## config.mk

```make
export PLATFORM = sky130hd
export DESIGN_NAME = rr_arbiter_ctrl_flat
export DESIGN_NICKNAME = d
export VERILOG_FILES = /design/src/rtl/rr_arbiter_ctrl_pkg.sv /design/src/rtl/rr_arbiter_ctrl_if.sv /design/src/rtl/rr_arbiter_ctrl_prio.sv /design/src/rtl/rr_arbiter_ctrl.sv /design/src/flat_wrapper.sv
export SDC_FILE = /design/constraint.sdc
export NUM_CORES = 1
export LEC_CHECK = 0
export CAP_MARGIN = 20
export CORE_MARGIN = 2
export CORE_UTILIZATION = 45
export CTS_BUF_LIST = sky130_fd_sc_hd__clkbuf_16
export CTS_CLUSTER_DIAMETER = 100
export DETAILED_ROUTE_END_ITERATION = 8
export PLACE_DENSITY = 0.73
export SLEW_MARGIN = 20
export SYNTH_ARGS = -nofsm -noshare
export SYNTH_HDL_FRONTEND = slang
export SYNTH_SLANG_ARGS = --single-unit
```

## constraint.sdc

```tcl
create_clock -name clk -period 1.9 [get_ports clk]
set_input_delay 0.285 -clock clk [delete_from_list [all_inputs] [get_ports clk]]
set_output_delay 0.285 -clock clk [all_outputs]
set_load 0.02 [all_outputs]
```

## src/rtl/rr_arbiter_ctrl_pkg.sv

```systemverilog
// Shared types and helpers for the round-robin arbiter controller.
// IDW reflects the default WIDTH; modules derive their own index width from their parameter.
package rr_arb_pkg;

    localparam int WIDTH_DEF = 8;
    localparam int IDW       = $clog2(WIDTH_DEF);

    typedef enum logic [1:0] {
        IDLE    = 2'd0,
        BUSY    = 2'd1,
        RELEASE = 2'd2
    } arb_state_t;

    // OR of the indices of set bits: exact for one-hot input, 0 for zero input.
    // Supports vectors up to 32 bits wide.
    function automatic int unsigned onehot2idx(input logic [31:0] onehot);
        int unsigned idx;
        idx = 0;
        for (int i = 0; i < 32; i++) begin
            if (onehot[i]) idx = idx | i;
        end
        return idx;
    endfunction

endpackage

```

## src/rtl/rr_arbiter_ctrl_if.sv

```systemverilog
// Request/grant bundle between requesters (master) and the arbiter controller (slave).
interface rr_arbiter_ctrl_if #(
    parameter int WIDTH = 8
);
    localparam int ID_W = $clog2(WIDTH);

    logic [WIDTH-1:0] req;
    logic             done;
    logic [WIDTH-1:0] grant;
    logic             grant_valid;
    logic [ID_W-1:0]  grant_id;
    logic             timeout;

    modport master (
        output req, done,
        input  grant, grant_valid, grant_id, timeout
    );

    modport slave (
        input  req, done,
        output grant, grant_valid, grant_id, timeout
    );
endinterface

```

## src/rtl/rr_arbiter_ctrl_prio.sv

```systemverilog
// Combinational lowest-index-first priority arbiter; output is one-hot or zero.
module masked_priority_arbiter #(
    parameter int WIDTH = 8
) (
    input  logic [WIDTH-1:0] req,
    output logic [WIDTH-1:0] grant
);
    // Two's complement isolates the lowest set bit.
    assign grant = req & (~req + WIDTH'(1));
endmodule

```

## src/rtl/rr_arbiter_ctrl.sv

```systemverilog
// Round-robin arbiter controller: registered one-hot grant, hold-until-release, one dead cycle.
// Optional forced release after MAX_HOLD busy cycles is enabled by defining RR_ARB_TIMEOUT_EN.
module rr_arbiter_ctrl
    import rr_arb_pkg::*;
#(
    parameter int WIDTH    = 8,
    parameter int MAX_HOLD = 16
) (
    input  logic             clk,
    input  logic             rst_n,
    rr_arbiter_ctrl_if.slave bus
);
    localparam int ID_W = $clog2(WIDTH);

    if (WIDTH < 2 || MAX_HOLD < 2) begin : g_bad_params
        $error("rr_arbiter_ctrl: WIDTH and MAX_HOLD must both be >= 2");
    end

    arb_state_t       state_q, state_d;
    logic [WIDTH-1:0] grant_q, grant_d;
    logic [WIDTH-1:0] mask_q, mask_d;
    logic [ID_W-1:0]  grant_id_q, grant_id_d;
    logic [WIDTH-1:0] masked_req, arb_in, arb_grant;
    logic             owner_release, force_release;

    // Search above the last winner first; wrap to the full request vector when nothing is there.
    assign masked_req = bus.req & mask_q;
    assign arb_in     = (masked_req != '0) ? masked_req : bus.req;

    masked_priority_arbiter #(.WIDTH(WIDTH)) u_prio (
        .req  (arb_in),
        .grant(arb_grant)
    );

    assign owner_release = bus.done || !bus.req[grant_id_q];

`ifdef RR_ARB_TIMEOUT_EN
    localparam int CNT_W = $clog2(MAX_HOLD);

    logic [CNT_W-1:0] hold_cnt_q, hold_cnt_d;
    logic             timeout_q, timeout_d;

    assign force_release = (hold_cnt_q == CNT_W'(MAX_HOLD - 1));

    // BUSY is only entered from IDLE, so clearing in IDLE is clearing on entry.
    always_comb begin
        hold_cnt_d = hold_cnt_q;
        timeout_d  = 1'b0;
        if (state_q == IDLE) begin
            hold_cnt_d = '0;
        end else if (state_q == BUSY) begin
            hold_cnt_d = hold_cnt_q + 1'b1;
            timeout_d  = force_release && !owner_release;
        end
    end

    always_ff @(posedge clk) begin
        if (!rst_n) begin
            hold_cnt_q <= '0;
            timeout_q  <= 1'b0;
        end else begin
            hold_cnt_q <= hold_cnt_d;
            timeout_q  <= timeout_d;
        end
    end

    assign bus.timeout = timeout_q;
`else
    assign force_release = 1'b0;
    assign bus.timeout   = 1'b0;
`endif

    // NOTE: every always_comb output gets a default first so no path leaves it unassigned (no latch).
    always_comb begin
        state_d    = state_q;
        grant_d    = grant_q;
        grant_id_d = grant_id_q;
        mask_d     = mask_q;
        unique case (state_q)
            IDLE: begin
                if (bus.req != '0) begin
                    state_d    = BUSY;
                    grant_d    = arb_grant;
                    grant_id_d = ID_W'(onehot2idx(32'(arb_grant)));
                end
            end
            BUSY: begin
                if (owner_release || force_release) begin
                    state_d    = RELEASE;
                    grant_d    = '0;
                    grant_id_d = '0;
                    // Bits strictly above the winner; shifting past the top leaves all-zero.
                    mask_d     = {WIDTH{1'b1}} << (32'(grant_id_q) + 32'd1);
                end
            end
            RELEASE: state_d = IDLE;
            default: state_d = IDLE;
        endcase
    end

    // NOTE: state registers use non-blocking assignments so all flops update together at the edge.
    always_ff @(posedge clk) begin
        if (!rst_n) begin
            state_q    <= IDLE;
            grant_q    <= '0;
            grant_id_q <= '0;
            mask_q     <= '1;
        end else begin
            state_q    <= state_d;
            grant_q    <= grant_d;
            grant_id_q <= grant_id_d;
            mask_q     <= mask_d;
        end
    end

    assign bus.grant       = grant_q;
    assign bus.grant_valid = |grant_q;
    assign bus.grant_id    = grant_id_q;

endmodule

```

## src/flat_wrapper.sv

```systemverilog
// flat-port wrapper written by rule: the top's interface ports become plain ports
module rr_arbiter_ctrl_flat import rr_arb_pkg::*;
#(
    parameter int WIDTH    = 8,
    parameter int MAX_HOLD = 16
)
  (clk, rst_n, bus_req, bus_done, bus_grant, bus_grant_valid, bus_grant_id, bus_timeout);
  rr_arbiter_ctrl_if #(.WIDTH(WIDTH)) bus_i ();
  input  logic clk;
  input  logic rst_n;
  input wire logic [$bits(bus_i.req)-1:0] bus_req;
  input wire logic [$bits(bus_i.done)-1:0] bus_done;
  output wire logic [$bits(bus_i.grant)-1:0] bus_grant;
  output wire logic [$bits(bus_i.grant_valid)-1:0] bus_grant_valid;
  output wire logic [$bits(bus_i.grant_id)-1:0] bus_grant_id;
  output wire logic [$bits(bus_i.timeout)-1:0] bus_timeout;
  assign bus_i.req = bus_req;
  assign bus_i.done = bus_done;
  assign bus_grant = bus_i.grant;
  assign bus_grant_valid = bus_i.grant_valid;
  assign bus_grant_id = bus_i.grant_id;
  assign bus_timeout = bus_i.timeout;
  rr_arbiter_ctrl #(.WIDTH(WIDTH), .MAX_HOLD(MAX_HOLD)) u_core (.clk(clk), .rst_n(rst_n), .bus(bus_i));
endmodule
```

## After elaboration in Yosys (flattened, before gate mapping)

Index checks and enable logic that the tools add are counted.

| cells by class | value |
|---|---|
| add/sub/neg operators | 2 |
| magnitude comparators | 1 |
| equal/unequal tests | 3 |
| shifts and indexed selects | 1 |
| multiplexer cells | 19 |
| bitwise operators | 3 |
| reductions and logical operators | 10 |

Operators by type and width:

| kind | count |
|---|---|
| $shl 8x32->8 const A | 1 |
| $mux 8 | 3 |
| $mux 3 | 6 |
| $and 8x8->8 | 2 |
| $pmux 8 s2 | 1 |
| $reduce_bool 8->1 | 2 |
| $add 8x1->8 const B | 1 |
| $mux 2 | 4 |
| $not 8->8 | 1 |
| $reduce_or 8->1 | 1 |
| $pmux 3 s2 | 1 |
| $add 3x1->4 const B | 1 |
| $lt 3x4->1 const B | 1 |
| $ne 2x1->1 const B | 2 |
| $pmux 2 s2 | 1 |
| $reduce_and 2->1 | 2 |
| $bmux 1 s3 | 1 |
| $reduce_and 3->1 | 1 |
| $eq 2x1->1 const B | 1 |
| $logic_not 2->1 | 1 |
| $mux 1 | 2 |
| $reduce_bool 2->1 | 1 |
| $logic_not 1->1 | 1 |
| $logic_or 1x1->1 | 1 |

| storage, ports and cells | value |
|---|---|
| register bits | 21 |
| input port bits | 11 |
| output and inout port bits | 13 |
| logic and storage cells | 43 |

## Longest topological paths before layout

| depth | value |
|---|---|
| depth in word-level cells | 15 |
| mapped depth | 7 |
| depth with buffers taken out | 5 |

## Modules after synthesis

Synthesis repeated with hierarchy kept, for this count alone.

| unflattened totals | value |
|---|---|
| cells, all modules | 150 |
| area total of the unflattened synthesis | 1427.6 µm² |

Modules (own cells, without submodules):

| module | times used | cells an instance | area an instance (µm²) | seq. area each (µm²) |
|---|---|---|---|---|
| rr_arbiter_ctrl | 1 | 140 | 1343.8 | 420.4 |
| masked_priority_arbiter | 1 | 10 | 83.8 | 0.0 |

## Worst setup path before layout

Ideal clock, no wire load.

| timing path | value |
|---|---|
| path type | register to register |
| start point | reg u_core.grant_id_q[1] (netlist: u_core.bus.grant_id[1]) |
| end point | reg u_core.mask_q[1] |
| setup time | 0.123 ns |
| arrival time | 1.963 ns |
| required time | 1.777 ns |
| setup slack | -0.186 ns |
| cell stages (with the launch flop) | 8 |
| path buffers | 2 |
| clock period less this slack | 2.086 ns |
| cells stage by stage | dfxtp_1 > mux4_2 > o21bai_1 > o21ai_0 > buf_2 > buf_2 > a21oi_1 > o31ai_1 |

| between the ends | value |
|---|---|
| word-level cells in the longest chain between the ends | 5 |
| elaborated cells on any way between the ends | 7 |
| classes of those cells | add/sub (1); shift (1); mux (2); reduce/logical (3) |

Ends and longest elaborated chain:

| what | line | text |
|---|---|---|
| from (decl) | rr_arbiter_ctrl.sv:22 | `logic [ID_W-1:0] grant_id_q, grant_id_d;` |
| from (signal assigned) | rr_arbiter_ctrl.sv:111 | `grant_id_q <= grant_id_d;` |
| parallel branches: the longest is 5 deep, another holds $add 3x1->4 | -- |  |
| to (signal assigned) | rr_arbiter_ctrl.sv:112 | `mask_q <= mask_d;` |
| to (decl) | rr_arbiter_ctrl.sv:21 | `logic [WIDTH-1:0] mask_q, mask_d;` |

Several ways; the timed one is not identified. The select of a mux whose other input is x is not followed.
A chain may end at the register's enable or synchronous reset.

## Final worst setup path

| timing path | value |
|---|---|
| start point | in bus_req[4] |
| end point | reg u_core.grant_id_q[1] (netlist: u_core.bus.grant_id[1]) |

| between the ends | value |
|---|---|
| word-level cells in the longest chain between the ends | 14 |
| elaborated cells on any way between the ends | 22 |
| classes of those cells | add/sub (1); eq/ne (2); mux (11); bitwise (3); reduce/logical (5) |

Ends and longest elaborated chain:

| what | line | text |
|---|---|---|
| from (decl) | flat_wrapper.sv:11 | `input wire logic [$bits(bus_i.req)-1:0] bus_req;` |
| $and 8x8->8 | rr_arbiter_ctrl.sv:27 | `assign masked_req = bus.req & mask_q;` |
| $reduce_bool 8->1 | rr_arbiter_ctrl.sv:28 | `assign arb_in = (masked_req != '0) ? masked_req : bus.req;` |
| $mux 8 | rr_arbiter_ctrl.sv:28 |  |
| $not 8->8 | rr_arbiter_ctrl_prio.sv:9 | `assign grant = req & (~req + WIDTH'(1));` |
| $add 8x1->8 | rr_arbiter_ctrl_prio.sv:9 |  |
| $and 8x8->8 | rr_arbiter_ctrl_prio.sv:9 |  |
| $mux 2 (2 in series) | rr_arbiter_ctrl_pkg.sv:20 | `if (onehot[i]) idx = idx \| i;` |
| $mux 3 (4 in series) | rr_arbiter_ctrl_pkg.sv:20 |  |
| $mux 3 | rr_arbiter_ctrl.sv:81 | `if (bus.req != '0) begin` |
| $pmux 3 s2 | rr_arbiter_ctrl.sv:79 | `unique case (state_q)` |

Parallel ways exist; a longest one is shown, timed or not. The select of a mux whose other input is x is not followed.

==> flow_metrics.py <==
metrics = {
    "synthesis": {
        "synth_seq_area_share_pct": 34.64,
        "synth_edf_count": 0,
        "ys_warn_count": 0,
        "synth.avg_cell_area_um2": 8.859,
        "syn-instance-count": 137,
        "syn_area_um2": 1214,
        "ys_types": 45,
        "syn_nets": 152,
        "async_reset_ff_share_pct": 0,
        "synthFlopType": "dfxtp_1",
        "synth-seq-cells": 21,
    },
    "final_layout": {
        "stdcell_count": 228,
        "antennaDiodeCount": 0,
        "fin_nets": 214,
        "postLayoutCellArea_um2": 1881,
        "final_core_util_pct": 74.55,
        "layout-drive-gt1-share_pct": 34.34,
        "multi_input_area_um2": 768.2,
        "fillCellCount": 187,
        "seq_area_um2": 429.2,
        "synthToLayoutAreaGrowth_pct": 54.95,
    },
    "power_and_ir_drop": {
        "ir_worst_vdd_v": 0.0006187,
        "combPwrFrac_pct": 33.8,
        "power.switching_mw": 0.4591,
        "p_clk_share_pct": 30.8,
        "p_per_area_nw_per_um2": 778.6,
        "power_frac_seq_pct": 35.5,
        "switching_share_pct": 31.35,
        "internal_power_mw": 1.005,
        "power.total_mw": 1.464,
        "p_leak_nw": 0.7900,
    },
    "worst_hold_path": {
        "min_from": "u_core.bus.grant[4]",
        "min_path_cells": 2,
        "worstHoldPathType": "reg2reg",
        "hold_end": "u_core.bus.grant[4]",
    },
    "critical_path": {
        "slowest_stage": "nor4_1",
        "startpoint_type": "input port",
        "r2r_cells": 7,
        "crit_required_ps": 2040,
        "rrSetupSlack_ps": 90,
        "critical_path_class": "in2reg",
        "slowest_delay_ps": 410,
        "rr_endpoint": "u_core.bus.grant_id[1]",
        "cp-end-kind": "register",
        "path_max_fanout": 4,
        "arrival_ps": 2070,
        "cp_common_cell": "buf_4",
        "timing.rr.start": "u_core.state_q[1]",
        "path_cells": "dlygate4sd2_1, nor4_1, buf_4, a221o_1, a221oi_4, buf_4, buf_4, a31o_2, o311a_1",
    },
    "sta": {
        "final-setup-viol-count": 1,
        "post-route-period-util_pct": 101.3,
        "min_period_ps": 1926,
        "fin_setup_tns_ps": -25.54,
        "setup_ws_ps": -25.54,
        "holdWs_ps": 480.0,
        "hold_violations": 0,
        "fmax_mhz": 519.3,
        "finalClockSkew_ps": 6.140,
        "drv_slew": 0,
    },
    "detailed_routing": {
        "via_per_inst": 6.320,
        "drc": 0,
        "vias": 1441,
        "wl_um": 4031,
        "post_drt_wl_per_cell_um": 17.68,
        "ant_nets": 0,
        "drtPass1Iterations": 4,
        "drt_iter0_markers": 45,
    },
    "job": {
        "maxCapViolations": 0,
    },
    "placement": {
        "hpwl_um": 3001,
        "io_buffers": 22,
        "dp_worst_setup_slack_ps": -446.0,
        "gp_congestion": 0.9986,
        "place_area_um2": 1744,
        "dp.cells": 222,
    },
    "clocking": {
        "root_buffer": "clkbuf_16",
        "clk_latency_ps": 260,
        "cts_buffers": 3,
        "tritoncts": "yes",
        "holdBufCountCts": 0,
        "clkSlewWorstSetupHoldPaths_ps": 50,
        "clkSinkCount": 21,
        "htreeDepth": 1,
        "cts.path.max_buffers": 2,
    },
    "floorplanning": {
        "die-area_um2": 3128,
        "rows": 18,
        "die_h_um": 55.93,
        "core_um2": 2522,
        "pin_count": 24,
        "die_x_um": 55.93,
        "initial_utilization_pct": 48.12,
    },
    "grt": {
        "grt_pass1_vias": 1420,
        "grt_pass1_wl_um": 6610,
        "track_usage_pct": 27.03,
        "grt_max_degree": 19,
        "antenna_found_initial": 0,
        "grt-ovfl-total": 0,
    },
    "run_status": {
        "outcome": "complete, but fails checks",
        "violations": "setup timing",
    },
}
[layout by cell type (no fill, tap or decap), types with 2 or more instances in the layout]
cell	Yosys	layout
buf_4	1	39
a21oi_1	16	16
dfxtp_1	21	16
clkdlybuf4s50_1	0	14
nand2_1	8	8
o21ai_0	10	8
inv_1	7	7
nand3_1	7	7
dlygate4sd2_1	0	7
a41o_1	5	5
nor2_1	6	5
a22oi_2	1	4
nand4_1	4	4
ha_1	4	4
dfxtp_2	0	4
nor4_1	4	3
clkbuf_16	0	3
mux4_2	1	2
nor2b_1	2	2
a31o_2	2	2
o31ai_1	2	2
a22oi_1	5	2
and2_1	2	2
a41oi_1	2	2
[worst max-delay path, delay by kind of cell]
kind            cells  cell delay, ps
buf+inv             4             750
compound gates      4             620
simple gates        1             410
[layer usage]
layer / vias to the layer above / wire [um] / track usage (%)
met5: - / 0 / 0
met4: 0 / 148 / 14.29
met3: 17 / 307 / 6.047
met2: 64 / 2003 / 44.90
met1: 697 / 1572 / 32.47
li1: 663 / - / -
[state kept, by name (all words and copies together) (netlist names)]
| name | flops |
|---|---|
| u_core.bus.grant | 8 |
| u_core.bus.grant_id | 3 |
| u_core.mask_q | 8 |
| u_core.state_q | 2 |
[worst max-delay path by stage]
stage                      startpoint  slack (ps)                      to  cells past startpoint
3_5_place_dp               bus_req[4]        -450  u_core.bus.grant_id[0]                      8
3_3_place_gp               bus_req[4]        -430  u_core.bus.grant_id[1]                      7
4_1_cts        u_core.bus.grant_id[1]          70  u_core.bus.grant_id[1]                      5
5_1_grt                    bus_req[4]         -60  u_core.bus.grant_id[1]                      9
6_report                   bus_req[4]         -30  u_core.bus.grant_id[1]                      9
2_1_floorplan  u_core.bus.grant_id[1]           3        u_core.mask_q[1]                      7
[Yosys cell counts (2+ instances only)]
cell type / count / area, um2
buf_2: 2 / 10.01
nand4_1: 4 / 25.02
a22oi_1: 5 / 37.54
and2_1: 2 / 12.51
nor4_1: 4 / 25.02
o31ai_1: 2 / 15.01
o21ai_0: 10 / 50.05
clkbuf_1: 2 / 7.510
a31o_2: 2 / 17.52
a41oi_1: 2 / 17.52
inv_1: 7 / 26.28
nor2_1: 6 / 22.52
nor2b_1: 2 / 12.51
a21oi_1: 16 / 80.08
ha_1: 4 / 50.05
a41o_1: 5 / 50.05
dfxtp_1: 21 / 420.4
nand2_1: 8 / 30.03
nand3_1: 7 / 35.03
[layout make-up]
cell class | count | area share (%)
sequential | 21 | 22.82
timing repair buffer | 63 | 28.48
multi-input combinational | 102 | 40.85
tap | 30 | 1.996
inverter | 8 | 1.597
clock inverter | 1 | 0.2661
clock buffer | 3 | 3.992
[timing repair]
action                                  4_1_cts  5_1_grt
resized for setup                            16        9
endpoints found under the setup margin       17        8
pin swaps                                     1        2
buffers inserted                              1        1
[cells by family after synthesis]
| kind of cell | count (synthesis) | share of synthesized area (%) |
|---|---|---|
| DFF | 21 | 34.64 |
| AOI/OAI and AO/OA | 58 | 35.47 |
| and+or+nand+nor | 37 | 15.98 |
| buffers and inverters | 14 | 5.464 |
| muxes | 2 | 4.021 |
| other | 1 | 0.3090 |
| adders and majority gates | 4 | 4.124 |
[power by group through the flow]
stage / logic [mW] / clock network (mW) / registers, mW
global route: 0.533 / 0.480 / 0.523
floorplan: 0.212 / 0 / 0.532
detailed placement: 0.459 / 0 / 0.522
CTS: 0.476 / 0.460 / 0.514
finish: 0.494 / 0.450 / 0.520
global placement: 0.448 / 0 / 0.520
Power figures use the tool's default switching activity.
==> variant, RTL diff (same settings) <==
`WIDTH` is set to 8 in 4 places; all go to 16.
--- a/src/rtl/rr_arbiter_ctrl_if.sv
+++ b/src/rtl/rr_arbiter_ctrl_if.sv
@@ -1,5 +1,5 @@
 // Request/grant bundle between requesters (master) and the arbiter controller (slave).
 interface rr_arbiter_ctrl_if #(
-    parameter int WIDTH = 8
+    parameter int WIDTH = 16
 );
     localparam int ID_W = $clog2(WIDTH);
--- a/src/rtl/rr_arbiter_ctrl_prio.sv
+++ b/src/rtl/rr_arbiter_ctrl_prio.sv
@@ -1,5 +1,5 @@
 // Combinational lowest-index-first priority arbiter; output is one-hot or zero.
 module masked_priority_arbiter #(
-    parameter int WIDTH = 8
+    parameter int WIDTH = 16
 ) (
     input  logic [WIDTH-1:0] req,
--- a/src/rtl/rr_arbiter_ctrl.sv
+++ b/src/rtl/rr_arbiter_ctrl.sv
@@ -4,5 +4,5 @@
     import rr_arb_pkg::*;
 #(
-    parameter int WIDTH    = 8,
+    parameter int WIDTH    = 16,
     parameter int MAX_HOLD = 16
 ) (
--- a/src/flat_wrapper.sv
+++ b/src/flat_wrapper.sv
@@ -2,5 +2,5 @@
 module rr_arbiter_ctrl_flat import rr_arb_pkg::*;
 #(
-    parameter int WIDTH    = 8,
+    parameter int WIDTH    = 16,
     parameter int MAX_HOLD = 16
 )
Interface: changed (resized bus_grant, bus_grant_id and bus_req); port bits go from 24 to 41. No check against the original RTL was run, so the function may have changed too.
==> variant against the unedited design <==
The flow still finishes with violations (negative setup slack); count of clock-buffer cells in the layout up 3; setup slack worse by 0.32 ns; routed wire length up 110%; die area up 74%; synthesized area grew 81%; final area up 110%; core utilization increased by 8.3 points; fmax down 14%; power is 91% higher; sequential cell count increased by 17; clock skew decreased by 0.0029 ns; first-iteration DRC count increased to 5.2 times the old value; highest routed layer unchanged.
==> variant: results (changes against the unedited design) <==
Run status
  • Status: complete, but fails checks (unchanged)
  • Failing checks: negative setup slack (unchanged)

STA
  • # setup viols final: 37 (was 1)
  • Final setup margin: -0.345 ns (was -0.0255 ns)

Detailed routing
  • Routed length per instance: 19.5 µm (was 17.7 µm)
  • Vias per cell: 6.02 (was 6.32)
  • Met3 WL: 547 µm (was 307 µm)
  • Vias: 2,662 (was 1,441)
  • First-pass iteration count of the detailed router: 5 (was 4)
  • Metal-1 WL: 3.73 mm (was 1.57 mm)
  • DR iter-0 viols: 234 (was 45)

Critical path
  • FF-to-FF Start: u_core.bus.grant_id[0]$_SDFFE_PN0P_ (was u_core.state_q[1]$_SDFFE_PN0P_)
  • Crit-path max FO: 8 (was 4)
  • FF-to-FF path depth: 8 (was 7)
  • CP endpoint: u_core.bus.grant_id[0]$_SDFFE_PN0P_ (was u_core.bus.grant_id[1]$_SDFFE_PN0P_)

Clock network
  • CTS Buf Count: 5 (was 3)
  • Clk_lat worst skew: 0.29 ns (was 0.26 ns)
  • Htree depth: 2 (was 1)

Finish
  • Fraction of final layout cells sized beyond drive strength 1: 45.6% (was 34.3%)

Synth
  • Sequential share of the synthesized area: 34.6% (about the same)
  • Syn avg cell area: 8.75 µm² (was 8.86 µm²)
  • Area contributors post-synth: dfxtp_1 35%, nand2_1 6.2%, a21oi_1 3.2% (was dfxtp_1 35%, a21oi_1 6.6%, a41o_1 4.1%)

Place
  • Port bufs: 39 (was 22)
  • Cell Area, Placed: 0.00320 mm² (was 0.00174 mm²)

GRT
  • Met3 Use GR: 5.08% (was 6.05%)
  • Gr usage total: 31.0% (was 27.0%)
  • First-pass GRT wire length: 12.4 mm (was 6.61 mm)
  • Vias in the first global route: 2,457 (was 1,420)
-- variant: cell count changes in the layout (fill, tap and decap cells not counted), moves of 10 or more --
cell / unedited run / this run
buf_4: 39 / 70
buf_6: 1 / 17
dfxtp_1: 16 / 32
nand2_1: 8 / 24
nor2_1: 5 / 17
dlygate4sd2_1: 7 / 17
-- variant: metrics by stage --
step | setup TNS [ns] | utilization, %
2_1_floorplan | -3.82 | -
3_3_place_gp | -24.63 | 67.8
3_5_place_dp | -26.42 | 67.8
4_1_cts | -8.15 | 78.6
5_1_grt | -11.77 | 82.9
6_report | -9.30 | 82.9
-- variant: power groups by stage --
stage	Sequential (mW)	Combinational, mW	Clock (mW)
after detailed placement	0.895	0.643	0
after CTS	0.882	0.767	1.03
after global routing	0.888	0.920	1.07
after global placement	0.895	0.639	0
after floorplan	0.901	0.312	0
final	0.885	0.873	1.03
-- variant: how the worst min path moves through the flow --
stage / start / end / depth (start not counted)
6_report: u_core.bus.grant[8]$_SDFFE_PN0P_ / u_core.bus.grant[8]$_SDFFE_PN0P_ / 2
2_1_floorplan: u_core.mask_q[12]$_SDFFE_PN1P_ / u_core.mask_q[12]$_SDFFE_PN1P_ / 1
3_5_place_dp: u_core.bus.grant[8]$_SDFFE_PN0P_ / u_core.bus.grant[8]$_SDFFE_PN0P_ / 2
5_1_grt: u_core.bus.grant[8]$_SDFFE_PN0P_ / u_core.bus.grant[8]$_SDFFE_PN0P_ / 2
3_3_place_gp: u_core.bus.grant[8]$_SDFFE_PN0P_ / u_core.bus.grant[8]$_SDFFE_PN0P_ / 2
4_1_cts: u_core.bus.grant[1]$_SDFFE_PN0P_ / u_core.bus.grant[1]$_SDFFE_PN0P_ / 2
-- variant: cells by family (layout without fill, tap and decap cells) --
| family | Yosys count | after routing | synth area share, % |
|---|---|---|---|
| simple gates | 98 | 98 | 24.7 |
| compound gates | 79 | 80 | 25.5 |
| flops | 38 | 38 | 34.6 |
| buf+inv | 20 | 143 | 5.52 |
| mux | 10 | 10 | 7.06 |
| fa+ha+maj | 3 | 3 | 1.71 |
| xor+xnor | 2 | 2 | 0.797 |
| other cells | 1 | 1 | 0.171 |
-- variant: what timing repair did --
| action | in CTS | in global routing |
|---|---|---|
| setup endpoints to repair | 39 | 38 |
| pin swaps | 20 | 27 |
| setup buffers | 9 | 4 |
| cloned | 2 | 0 |
| resized for setup | 65 | 43 |
-- variant: worst min-delay path, delay by kind of cell (launching register included) --
family	cells	cell delay [ns]
flops	1	0.33
compound gates	1	0.05
simple gates	1	0.06
-- variant: final cells by class --
class | instances | area [µm²]
timing repair buffer | 130 | 1170
fill | 281 | 808
sequential | 38 | 773
clock inverter | 2 | 33.8
multi-input combinational | 194 | 1680
tap | 67 | 83.8
inverter | 5 | 18.8
clock buffer | 6 | 150
